### config.mk
export PLATFORM = sky130hd
export DESIGN_NAME = imem_loader
export DESIGN_NICKNAME = d
export VERILOG_FILES = /design/src/rtl/imem_loader_pkg.sv /design/src/rtl/imem_loader_packer.sv /design/src/rtl/imem_loader.sv
export SDC_FILE = /design/constraint.sdc
export NUM_CORES = 1
export LEC_CHECK = 0
export ABC_CLOCK_PERIOD_IN_PS = 2800
export CAP_MARGIN = 20
export CORE_UTILIZATION = 54
export CTS_CLUSTER_DIAMETER = 60
export CTS_CLUSTER_SIZE = 24
export DETAILED_ROUTE_END_ITERATION = 10
export PLACE_DENSITY = 0.79
export SETUP_SLACK_MARGIN = 0.05
export SYNTH_ARGS = -nofsm -noshare
export SYNTH_HDL_FRONTEND = slang
export SYNTH_HIERARCHICAL = 1
export SYNTH_SLANG_ARGS = --single-unit
### constraint.sdc
create_clock -name clk -period 2.8 [get_ports clk]
set_input_delay 0.56 -clock clk [delete_from_list [all_inputs] [get_ports clk]]
set_output_delay 0.56 -clock clk [all_outputs]
set_load 0.005 [all_outputs]
### src/rtl/imem_loader_pkg.sv
// Shared types and helpers for the instruction-memory boot loader.
package imem_loader_pkg;

    localparam int LDR_ADDR_W_DEF = 6;

    typedef enum logic [2:0] {
        LDR_ST_IDLE   = 3'd0,
        LDR_ST_LEN_LO = 3'd1,
        LDR_ST_LEN_HI = 3'd2,
        LDR_ST_DATA   = 3'd3,
        LDR_ST_CSUM   = 3'd4,
        LDR_ST_DONE   = 3'd5,
        LDR_ST_ERROR  = 3'd6
    } ldr_state_e;

    // States in which the loader is consuming frame bytes.
    function automatic logic ldr_is_busy(input ldr_state_e st);
        return (st == LDR_ST_LEN_LO) || (st == LDR_ST_LEN_HI) ||
               (st == LDR_ST_DATA)   || (st == LDR_ST_CSUM);
    endfunction

    // States from which a start request begins a new load.
    function automatic logic ldr_can_start(input ldr_state_e st);
        return (st == LDR_ST_IDLE) || (st == LDR_ST_DONE) || (st == LDR_ST_ERROR);
    endfunction

endpackage

### src/rtl/imem_loader_packer.sv
// Byte-to-word packer: little-endian assembly of data bytes and one-cycle
// instruction memory write pulse per completed word.
module imem_loader_packer #(
    parameter int ADDR_W = 6
) (
    input  logic              clk,
    input  logic              rst,
    input  logic              clr,
    input  logic              byte_en,
    input  logic [7:0]        byte_in,
    output logic              last_byte,
    output logic [ADDR_W-1:0] word_idx,
    output logic              imem_we,
    output logic [ADDR_W-1:0] imem_addr,
    output logic [31:0]       imem_wdata,
    output logic [ADDR_W:0]   words_loaded
);

    logic [1:0]        cnt_q, cnt_d;
    logic [23:0]       pack_q, pack_d;
    logic              we_q, we_d;
    logic [ADDR_W-1:0] addr_q, addr_d;
    logic [31:0]       wdata_q, wdata_d;
    logic [ADDR_W:0]   loaded_q, loaded_d;

    // The word count doubles as the index of the next word to write; the
    // loader leaves DATA after word N-1, so it never addresses past DEPTH-1.
    assign last_byte    = (cnt_q == 2'd3);
    assign word_idx     = loaded_q[ADDR_W-1:0];
    assign imem_we      = we_q;
    assign imem_addr    = addr_q;
    assign imem_wdata   = wdata_q;
    assign words_loaded = loaded_q;

    // Next-state: place bytes by position, emit a full word on the 4th byte.
    always_comb begin
        cnt_d    = cnt_q;
        pack_d   = pack_q;
        we_d     = 1'b0;
        addr_d   = addr_q;
        wdata_d  = wdata_q;
        loaded_d = loaded_q;
        if (clr) begin
            cnt_d    = 2'd0;
            loaded_d = '0;
        end else if (byte_en) begin
            case (cnt_q)
                2'd0: pack_d[7:0]   = byte_in;
                2'd1: pack_d[15:8]  = byte_in;
                2'd2: pack_d[23:16] = byte_in;
                default: begin
                    wdata_d  = {byte_in, pack_q};
                    addr_d   = loaded_q[ADDR_W-1:0];
                    we_d     = 1'b1;
                    // Count moves together with the write pulse.
                    loaded_d = loaded_q + 1'b1;
                end
            endcase
            cnt_d = cnt_q + 2'd1;
        end
    end

    // Packer registers; reset also cancels a pending write pulse.
    always_ff @(posedge clk or negedge rst) begin
        if (!rst) begin
            cnt_q    <= 2'd0;
            pack_q   <= '0;
            we_q     <= 1'b0;
            addr_q   <= '0;
            wdata_q  <= '0;
            loaded_q <= '0;
        end else begin
            cnt_q    <= cnt_d;
            pack_q   <= pack_d;
            we_q     <= we_d;
            addr_q   <= addr_d;
            wdata_q  <= wdata_d;
            loaded_q <= loaded_d;
        end
    end

endmodule

### src/rtl/imem_loader.sv
// Boot-time program loader: parses a length/data/checksum byte frame, writes
// the packed words into instruction memory, and releases the core on success.
module imem_loader
    import imem_loader_pkg::*;
#(
    parameter int ADDR_W = LDR_ADDR_W_DEF
) (
    input  logic              clk,
    input  logic              rst,
    input  logic              start,
    input  logic [7:0]        in_data,
    input  logic              in_valid,
    output logic              in_ready,
    output logic              imem_we,
    output logic [ADDR_W-1:0] imem_addr,
    output logic [31:0]       imem_wdata,
    output logic              cpu_rst,
    output logic              busy,
    output logic              done,
    output logic              error,
    output logic [ADDR_W:0]   words_loaded
);

    localparam int DEPTH = 2 ** ADDR_W;

    ldr_state_e        state_q, state_d;
    logic [7:0]        len_lo_q, len_lo_d;
    logic [ADDR_W-1:0] last_idx_q, last_idx_d;
    logic [7:0]        csum_q, csum_d;

    logic              xfer;
    logic              clr;
    logic              byte_en;
    logic              last_byte;
    logic [ADDR_W-1:0] word_idx;
    logic [15:0]       len_full;

    // Status outputs decode straight from the state register, so in_ready
    // has no combinational dependence on in_valid.
    assign busy     = ldr_is_busy(state_q);
    assign in_ready = busy;
    assign done     = (state_q == LDR_ST_DONE);
    assign error    = (state_q == LDR_ST_ERROR);
    assign cpu_rst  = done;

    assign xfer     = in_valid && in_ready;
    assign len_full = {in_data, len_lo_q};

    // Frame parser: length check, checksum accumulation and state sequencing.
    always_comb begin
        state_d    = state_q;
        len_lo_d   = len_lo_q;
        last_idx_d = last_idx_q;
        csum_d     = csum_q;
        clr        = 1'b0;
        byte_en    = 1'b0;
        case (state_q)
            LDR_ST_IDLE, LDR_ST_DONE, LDR_ST_ERROR: begin
                if (start) begin
                    state_d = LDR_ST_LEN_LO;
                    clr     = 1'b1;
                    csum_d  = 8'h00;
                end
            end
            LDR_ST_LEN_LO: begin
                if (xfer) begin
                    len_lo_d = in_data;
                    state_d  = LDR_ST_LEN_HI;
                end
            end
            LDR_ST_LEN_HI: begin
                if (xfer) begin
                    if ((len_full == 16'd0) || (len_full > 16'(DEPTH))) begin
                        state_d = LDR_ST_ERROR;
                    end else begin
                        // N == DEPTH wraps to 0 here and minus one gives DEPTH-1.
                        last_idx_d = len_full[ADDR_W-1:0] - ADDR_W'(1);
                        state_d    = LDR_ST_DATA;
                    end
                end
            end
            LDR_ST_DATA: begin
                if (xfer) begin
                    byte_en = 1'b1;
                    csum_d  = csum_q ^ in_data;
                    if (last_byte && (word_idx == last_idx_q)) begin
                        state_d = LDR_ST_CSUM;
                    end
                end
            end
            LDR_ST_CSUM: begin
                // The last write pulse fires in this state's first cycle, so
                // DONE can only follow the final memory write.
                if (xfer) begin
                    state_d = (in_data == csum_q) ? LDR_ST_DONE : LDR_ST_ERROR;
                end
            end
            default: state_d = LDR_ST_IDLE;
        endcase
    end

    // Control registers with asynchronous active-low reset.
    always_ff @(posedge clk or negedge rst) begin
        if (!rst) begin
            state_q    <= LDR_ST_IDLE;
            len_lo_q   <= 8'h00;
            last_idx_q <= '0;
            csum_q     <= 8'h00;
        end else begin
            state_q    <= state_d;
            len_lo_q   <= len_lo_d;
            last_idx_q <= last_idx_d;
            csum_q     <= csum_d;
        end
    end

    imem_loader_packer #(
        .ADDR_W (ADDR_W)
    ) u_packer (
        .clk          (clk),
        .rst          (rst),
        .clr          (clr),
        .byte_en      (byte_en),
        .byte_in      (in_data),
        .last_byte    (last_byte),
        .word_idx     (word_idx),
        .imem_we      (imem_we),
        .imem_addr    (imem_addr),
        .imem_wdata   (imem_wdata),
        .words_loaded (words_loaded)
    );

endmodule

=== Word level (Yosys, flattened, before mapping) ===
Cells that the tools add are included.

* Reduce and logical (&&, ||, !) cells: 22
* Bitwise gates (word level): 4
* $add $sub $neg: 3
* Eq/ne operators: 18
* Order comparisons: 1
* Multiplexer cells: 24

{| class="wikitable"
|+ Operators by type and width
! cell !! number
|-
| two-way mux 3 bit || 7
|-
| two-way mux 7 bit || 3
|-
| AND reduction 3 bit || 6
|-
| > comparator 16 x 7 -> 1 bit (second input constant) || 1
|-
| zero test 16 bit || 1
|-
| two-way mux 8 bit || 2
|-
| case mux 8 bit (2 select lines) || 1
|-
| case mux 3 bit (5 select lines) || 1
|-
| inequality test 2 bit (second input constant) || 5
|-
| == test 3 bit (second input constant) || 3
|-
| == test 8 bit || 1
|-
| XOR 8 bit || 1
|-
| adder 7 x 1 -> 7 bit (second input constant) || 1
|-
| two-way mux 1 bit || 7
|-
| == test 3 x 2 -> 1 bit (second input constant) || 2
|-
| == test 6 bit || 1
|-
| two-way mux 2 bit || 3
|-
| AND reduction 6 bit || 1
|-
| OR reduction 3 bit || 2
|-
| subtractor 6 x 1 -> 6 bit (second input constant) || 1
|-
| == test 2 bit (second input constant) || 2
|-
| logical OR 1 bit || 4
|-
| inequality test 2 x 1 -> 1 bit (second input constant) || 2
|-
| AND reduction 2 bit || 2
|-
| 8 further kinds || 12
|}

* Output and inout bits: 51
* Input port bits: 12
* Word-level logic and storage cells: 84
* Register bits: 97

=== Longest topological paths before layout ===
Gate-level depths: netlist (run 1).

* Depth in word-level cells: 9
* Gate-level depth with buffers: 10
* Mapped depth without buffers: 7

=== Modules after synthesis ===
The synthesis (run 1) kept the hierarchy.

{| class="wikitable"
|+ By module, submodules not included
! module !! sequential area each (µm²) !! times used !! cells an instance !! area each (µm²)
|-
| imem_loader_packer || 1,801.7 || 1 || 189 || 2,899.0
|-
| imem_loader || 625.6 || 1 || 149 || 1,537.7
|}

=== Worst setup path before layout (run 1) ===
OpenSTA, ideal clock, no wires.

* Path kind: register -> register
* From: reg state_q[1]
* To: reg u_packer.wdata_q[15], in the netlist u_packer/imem_wdata[15]
* Buffers on the path: 4
* Arrival time: 2.053 ns
* Period minus slack after synthesis: 2.178 ns
* Setup time: 0.125 ns
* Setup slack: 0.622 ns
* Cell stages (with the launch flop): 11
* Required time: 2.675 ns
* Path through: dfrtp_1 clkbuf_1 nor2b_1 and2_1 o21a_1 buf_2 nor2b_4 nand2_1 buf_6 buf_6 mux2_4

* Elaborated cells between the ends (all ways): 17
* Those cells by class: eq/ne: 6; mux: 3; bitwise: 1; reduce/logical: 7

{| class="wikitable"
|+ RTL lines
! element !! RTL line !! source
|-
| start, declared || imem_loader.sv:26 || <nowiki>ldr_state_e state_q, state_d;</nowiki>
|-
| start signal, assigned || imem_loader.sv:110 || <nowiki>state_q <= state_d;</nowiki>
|-
| == test 3 bit || - ||
|-
| named net cpu_rst || imem_loader.sv:17 || <nowiki>output logic cpu_rst,</nowiki>
|-
| OR reduction 3 bit || imem_loader.sv:57 || <nowiki>case (state_q)</nowiki>
|-
| two-way mux 1 bit || imem_loader.sv:57 ||
|-
| named net clr || imem_loader.sv:32 || <nowiki>logic clr;</nowiki>
|-
| inverter 1 bit (no source line) || - ||
|-
| AND reduction 3 bit (no source line) || - ||
|-
| end signal, assigned || imem_loader_packer.sv:77 || <nowiki>wdata_q <= wdata_d;</nowiki>
|-
| end, declared || imem_loader_packer.sv:23 || <nowiki>logic [31:0] wdata_q, wdata_d;</nowiki>
|}

The timed path passes the listed nets, and every way through them passes these cells.
A chain may end at the register's enable or synchronous reset.

=== Worst setup path after layout (run 1) ===
* From: reg state_q[2]
* To: out done

* Cells in the longest elaborated chain, start to end: 1

{| class="wikitable"
|+ RTL lines
! element !! RTL line !! source
|-
| == test 3 bit || imem_loader.sv:42 || <nowiki>assign done = (state_q == LDR_ST_DONE);</nowiki>
|-
| end, declared || imem_loader.sv:19 || <nowiki>output logic done,</nowiki>
|}

No other way between the ends.

==> results of run 1 <==
-- path summary, 6_finish.rpt --
check	from	endpoint	depth (start not counted)	slack (ns)
max	state_q[2]$_DFFE_PN0P_	done	3	0.19
min	rst	u_packer/imem_wdata[8]$_DFFE_PN0P_	1	0.14
max reg2reg	state_q[2]$_DFFE_PN0P_	u_packer/imem_wdata[12]$_DFFE_PN0P_	7	0.41
min reg2reg	u_packer/pack_q[0]$_DFFE_PN0P_	u_packer/pack_q[0]$_DFFE_PN0P_	1	0.51
max in group asynchronous	rst	u_packer/cnt_q[0]$_DFFE_PN0P_	2	2.02
min in group clk	u_packer/pack_q[0]$_DFFE_PN0P_	u_packer/pack_q[0]$_DFFE_PN0P_	1	0.51
-- cells by family after synthesis --
family,count (synthesis)
AOI/OAI and AO/OA,42
xor gates and xnor gates,22
adders and majority gates,8
buffers and inverters,26
DFF,97
muxes,77
and+or+nand+nor,66
-- flip-flops by register name, indices dropped and copies added, names as in the netlist, 3 cells and up --
register / flops
u_packer/pack_q: 24
u_packer/words_loaded: 7
u_packer/imem_wdata: 32
u_packer/imem_addr: 6
csum_q: 8
state_q: 3
len_lo_q: 8
last_idx_q: 6
-- worst max-delay path: stages (launching register included) --
cell,delay (ns)
dfrtp_1,0.55
nor2b_1,0.37
and2_1,0.24
clkdlybuf4s50_1,0.53
-- Yosys cell counts (2+ instances only) --
| master | count | area [sq um] |
|---|---|---|
| buf_4 | 9 | 67.6 |
| mux2i_1 | 3 | 30.0 |
| mux2_2 | 60 | 676 |
| nand2b_1 | 3 | 18.8 |
| o21ai_0 | 17 | 85.1 |
| xnor2_1 | 13 | 114 |
| a21o_1 | 8 | 60.1 |
| o31ai_1 | 4 | 30.0 |
| buf_2 | 4 | 20.0 |
| xor2_1 | 9 | 78.8 |
| clkbuf_1 | 3 | 11.3 |
| a21oi_1 | 6 | 30.0 |
| inv_1 | 7 | 26.3 |
| nor4_1 | 2 | 12.5 |
| or3_1 | 4 | 25.0 |
| nor3b_1 | 8 | 60.1 |
| dfrtp_1 | 97 | 2430 |
| buf_6 | 3 | 33.8 |
| and3_1 | 2 | 12.5 |
| nand4_1 | 3 | 18.8 |
| nor2_1 | 11 | 41.3 |
| nor3_1 | 3 | 15.0 |
| ha_1 | 8 | 100 |
| nand2_1 | 13 | 48.8 |
| nand3_1 | 7 | 35.0 |
| mux2_4 | 14 | 210 |
-- final cells by class --
class / count / area (sq um) / area share (%)
multi-input combinational: 215 / 1850 / 34.3
clock inverter: 5 / 45.0 / 0.834
inverter: 7 / 26.3 / 0.486
sequential: 97 / 2430 / 44.9
timing repair buffer: 79 / 783 / 14.5
clock buffer: 11 / 141 / 2.62
tap: 102 / 128 / 2.36
-- power by group through the flow --
| stage | sequential [W] | clock (W) | combinational, W |
|---|---|---|---|
| global placement | 0.00195 | 0 | 0.00101 |
| floorplan | 0.00186 | 0 | 0.000798 |
| CTS | 0.00194 | 0.000883 | 0.00106 |
| finish | 0.00194 | 0.000860 | 0.00105 |
| global route | 0.00199 | 0.000939 | 0.00117 |
| detailed placement | 0.00197 | 0 | 0.00106 |
-- layer usage --
| layer | global-route usage, % | part of all wire (%) |
|---|---|---|
| met1 | 29.4 | 45 |
| met2 | 37.0 | 50 |
| met3 | 3.20 | 3.7 |
| met4 | 7.82 | 1.2 |
| met5 | 0 | 0 |
-- per-stage QoR --
stage	cell area [sq um]	utilization (%)	cells	setup slack, ns	total power, W
3_3_place_gp	5220	66.5	500	0.212	0.00296
6_report	5400	68.9	516	0.190	0.00385
3_5_place_dp	5220	66.5	500	0.190	0.00302
4_1_cts	5400	68.9	516	0.186	0.00388
5_1_grt	5400	68.9	516	0.0863	0.00410
2_1_floorplan	4440	-	338	0.622	0.00266
==> results.md, run 1 <==
Run status:
- The flow ran to the end, and the final reports show no timing, DRC or antenna violations.

Yosys:
- The count of flip-flops with a built-in enable after synthesis is 0.
- The proportion of register bits with asynchronous set or reset after synthesis is 100%.
- The mapped netlist covers 0.00444 sq mm.
- The mux share of post-synthesis cell area is 20.6%.
- After synthesis the netlist holds a flip-flop and latch count of 97.
- The post-synth net total is 358.
- The per-instance average area after synthesis is 13.1 sq um.
- The simple-gate area share of the yosys netlist is 8.63%.
- Counting distinct cell types in the post-synthesis netlist gives 43.
- Summing the areas of all xor and xnor instances in the mapped netlist gives 4.34% of the synthesized area.
- The commonest register cell after synthesis is dfrtp_1.
- The Yosys step of the flow raised 6 warnings.
- The synthesized netlist cell count is 338.
- The main combinational cell family by area after synthesis is multiplexers.
- The adder and majority gate portion of the synthesized area is 2.26%.
- Summing the areas of all compound-gate instances in the mapped netlist gives 5.84% of the synthesized area.
- The share of the yosys chip area belonging to registers is 54.7%.

Routing:
- The final route contains 2786 vias.
- The detail-routed net length per standard cell is 16.7 um.
- For this run, design rule violations remaining after detail routing come to 0.
- The total wirelength of the detailed-routed design is 8640 um.
- The starting DRC count in detailed routing is 125.
- The average via count per standard cell is 5.40.
- The pre-antenna-repair detailed-routing pass consisted of 5 iterations.
- The number of nets with antenna violations after routing is 0.

Clock network:
- Once the clock tree was built, the setup fixing pass inserted 0 buffers.
- The number of clock sinks seen by CTS is 97.
- The clock latency at the later pin of the worst-skew pair is 0.36 ns.
- Clock-pin slew was measured on the worst setup and hold paths at 0.10 ns.
- The number of gates resized after cts is 0.
- The maximum buffer depth of the clock tree is 2.
- The number of clock buffers added by TritonCTS is 9.
- The clock tree from TritonCTS is done.
- The clock tree synthesis step divided the H-tree into 3 levels.
- The count of hold buffers inserted by post-cts repair is 0.
- The root buffer cell is clkbuf_8.

Placement:
- The count of buffers added on input and output ports is 62.
- The wire-length estimate of the detail-placed layout is 6290 um.
- The congestion estimate from routability-driven global placement came to 0.862.

Layout:
- The most common cell after layout, fill and taps aside is dfrtp_1.
- The share of layout cells above drive strength 1 is 27.5%.
- For this run, the post-layout net count is 429.
- Counting the fill cells in the layout gives 600.
- In the layout the commonest cells are 97 x dfrtp_1, 61 x clkdlybuf4s50_1, 60 x mux2_2.
- Compared with the post-synthesis result, the final layout area differs by 21.8%.
- The number of antenna diodes is 0.

Timing:
- The worst path in the final design needs a cycle of 2.61 ns, including I/O delays and setup.
- Setup repair after global routing left no endpoint under its margin.
- The final max-slew violation count was 0.
- The final critical path takes up 93.2% of the cycle.
- For the pin with the worst max-slew slack, the measured transition is 0.598 ns.
- Setup violations remaining at the end of the flow were counted as 0.
- For the final database, setup skew stands at 0.0105 ns.
- The upper clock frequency limit is 383 MHz.
- The number of hold violations in the final report was 0.
- The headroom to the max-slew limit is 59.0%.
- Across all hold checks on the routed design, the worst slack comes to 0.136 ns.
- Adding up every negative setup slack in the final design gives 0 ns.

Floorplanning:
- For this design the top-level I/O count stands at 63.
- The full die area is 0.00858 sq mm.
- The floorplan has 32 rows.
- In this run the standard cell core region covers 0.00785 sq mm.
- For this configuration, the core starts out at a cell density of 56.5%.
- The die height is 92.6 um.
- The floorplan die width is 92.6 um.

Power:
- Per report_power, the sequential group accounts for 50.4% of the total.
- In this run the static leakage power is 2.60 nW.
- The internal portion of the total power is 0.00263 W.
- Summed over all nets, the switching power comes to 0.00122 W.
- For this design the ratio of total power to cell area is 713 mW/mm^2.
- The proportion of power drawn by the clock network is 22.3%.
- The worst vdd rail ir drop is 0.000539 V.
- The fraction of power spent switching nets is 31.6%.
- Combinational logic is responsible for 27.3% of the overall power.

Critical path:
- Data arrives at the worst endpoint at 2.05 ns.
- The sort of element at the end of the critical path is an output pin.
- The highest net fanout along the worst path is 11.
- The critical path start-end classification is register to output pin.
- STA classifies the critical path startpoint as a register.
- STA puts the critical path data required time at 2.24 ns.

GRT:
- The largest net degree at the start of global routing is 46.
- The via count of the first global-routing pass came to 2844.
- The total global routing overflow is 0.
- Global routing consumed, over all layers together, 22.1% of the routing resources.
- The initial antenna violation count is 0.
- The first global-routing pass estimated 14200 um of wire.

Min path:
- The worst hold-check path type is input port to async pin.

Job:
- The tool flagged a number of max-cap violations equal to 0.
Note: power is estimated with default switching activity, not from simulation.
==> run 2, diff against run 1 <==
Settings changed: CAP_MARGIN 20 to default.
==> results of run 2 <==
The final DEF is identical to that of run 1; final timing and power are the same.
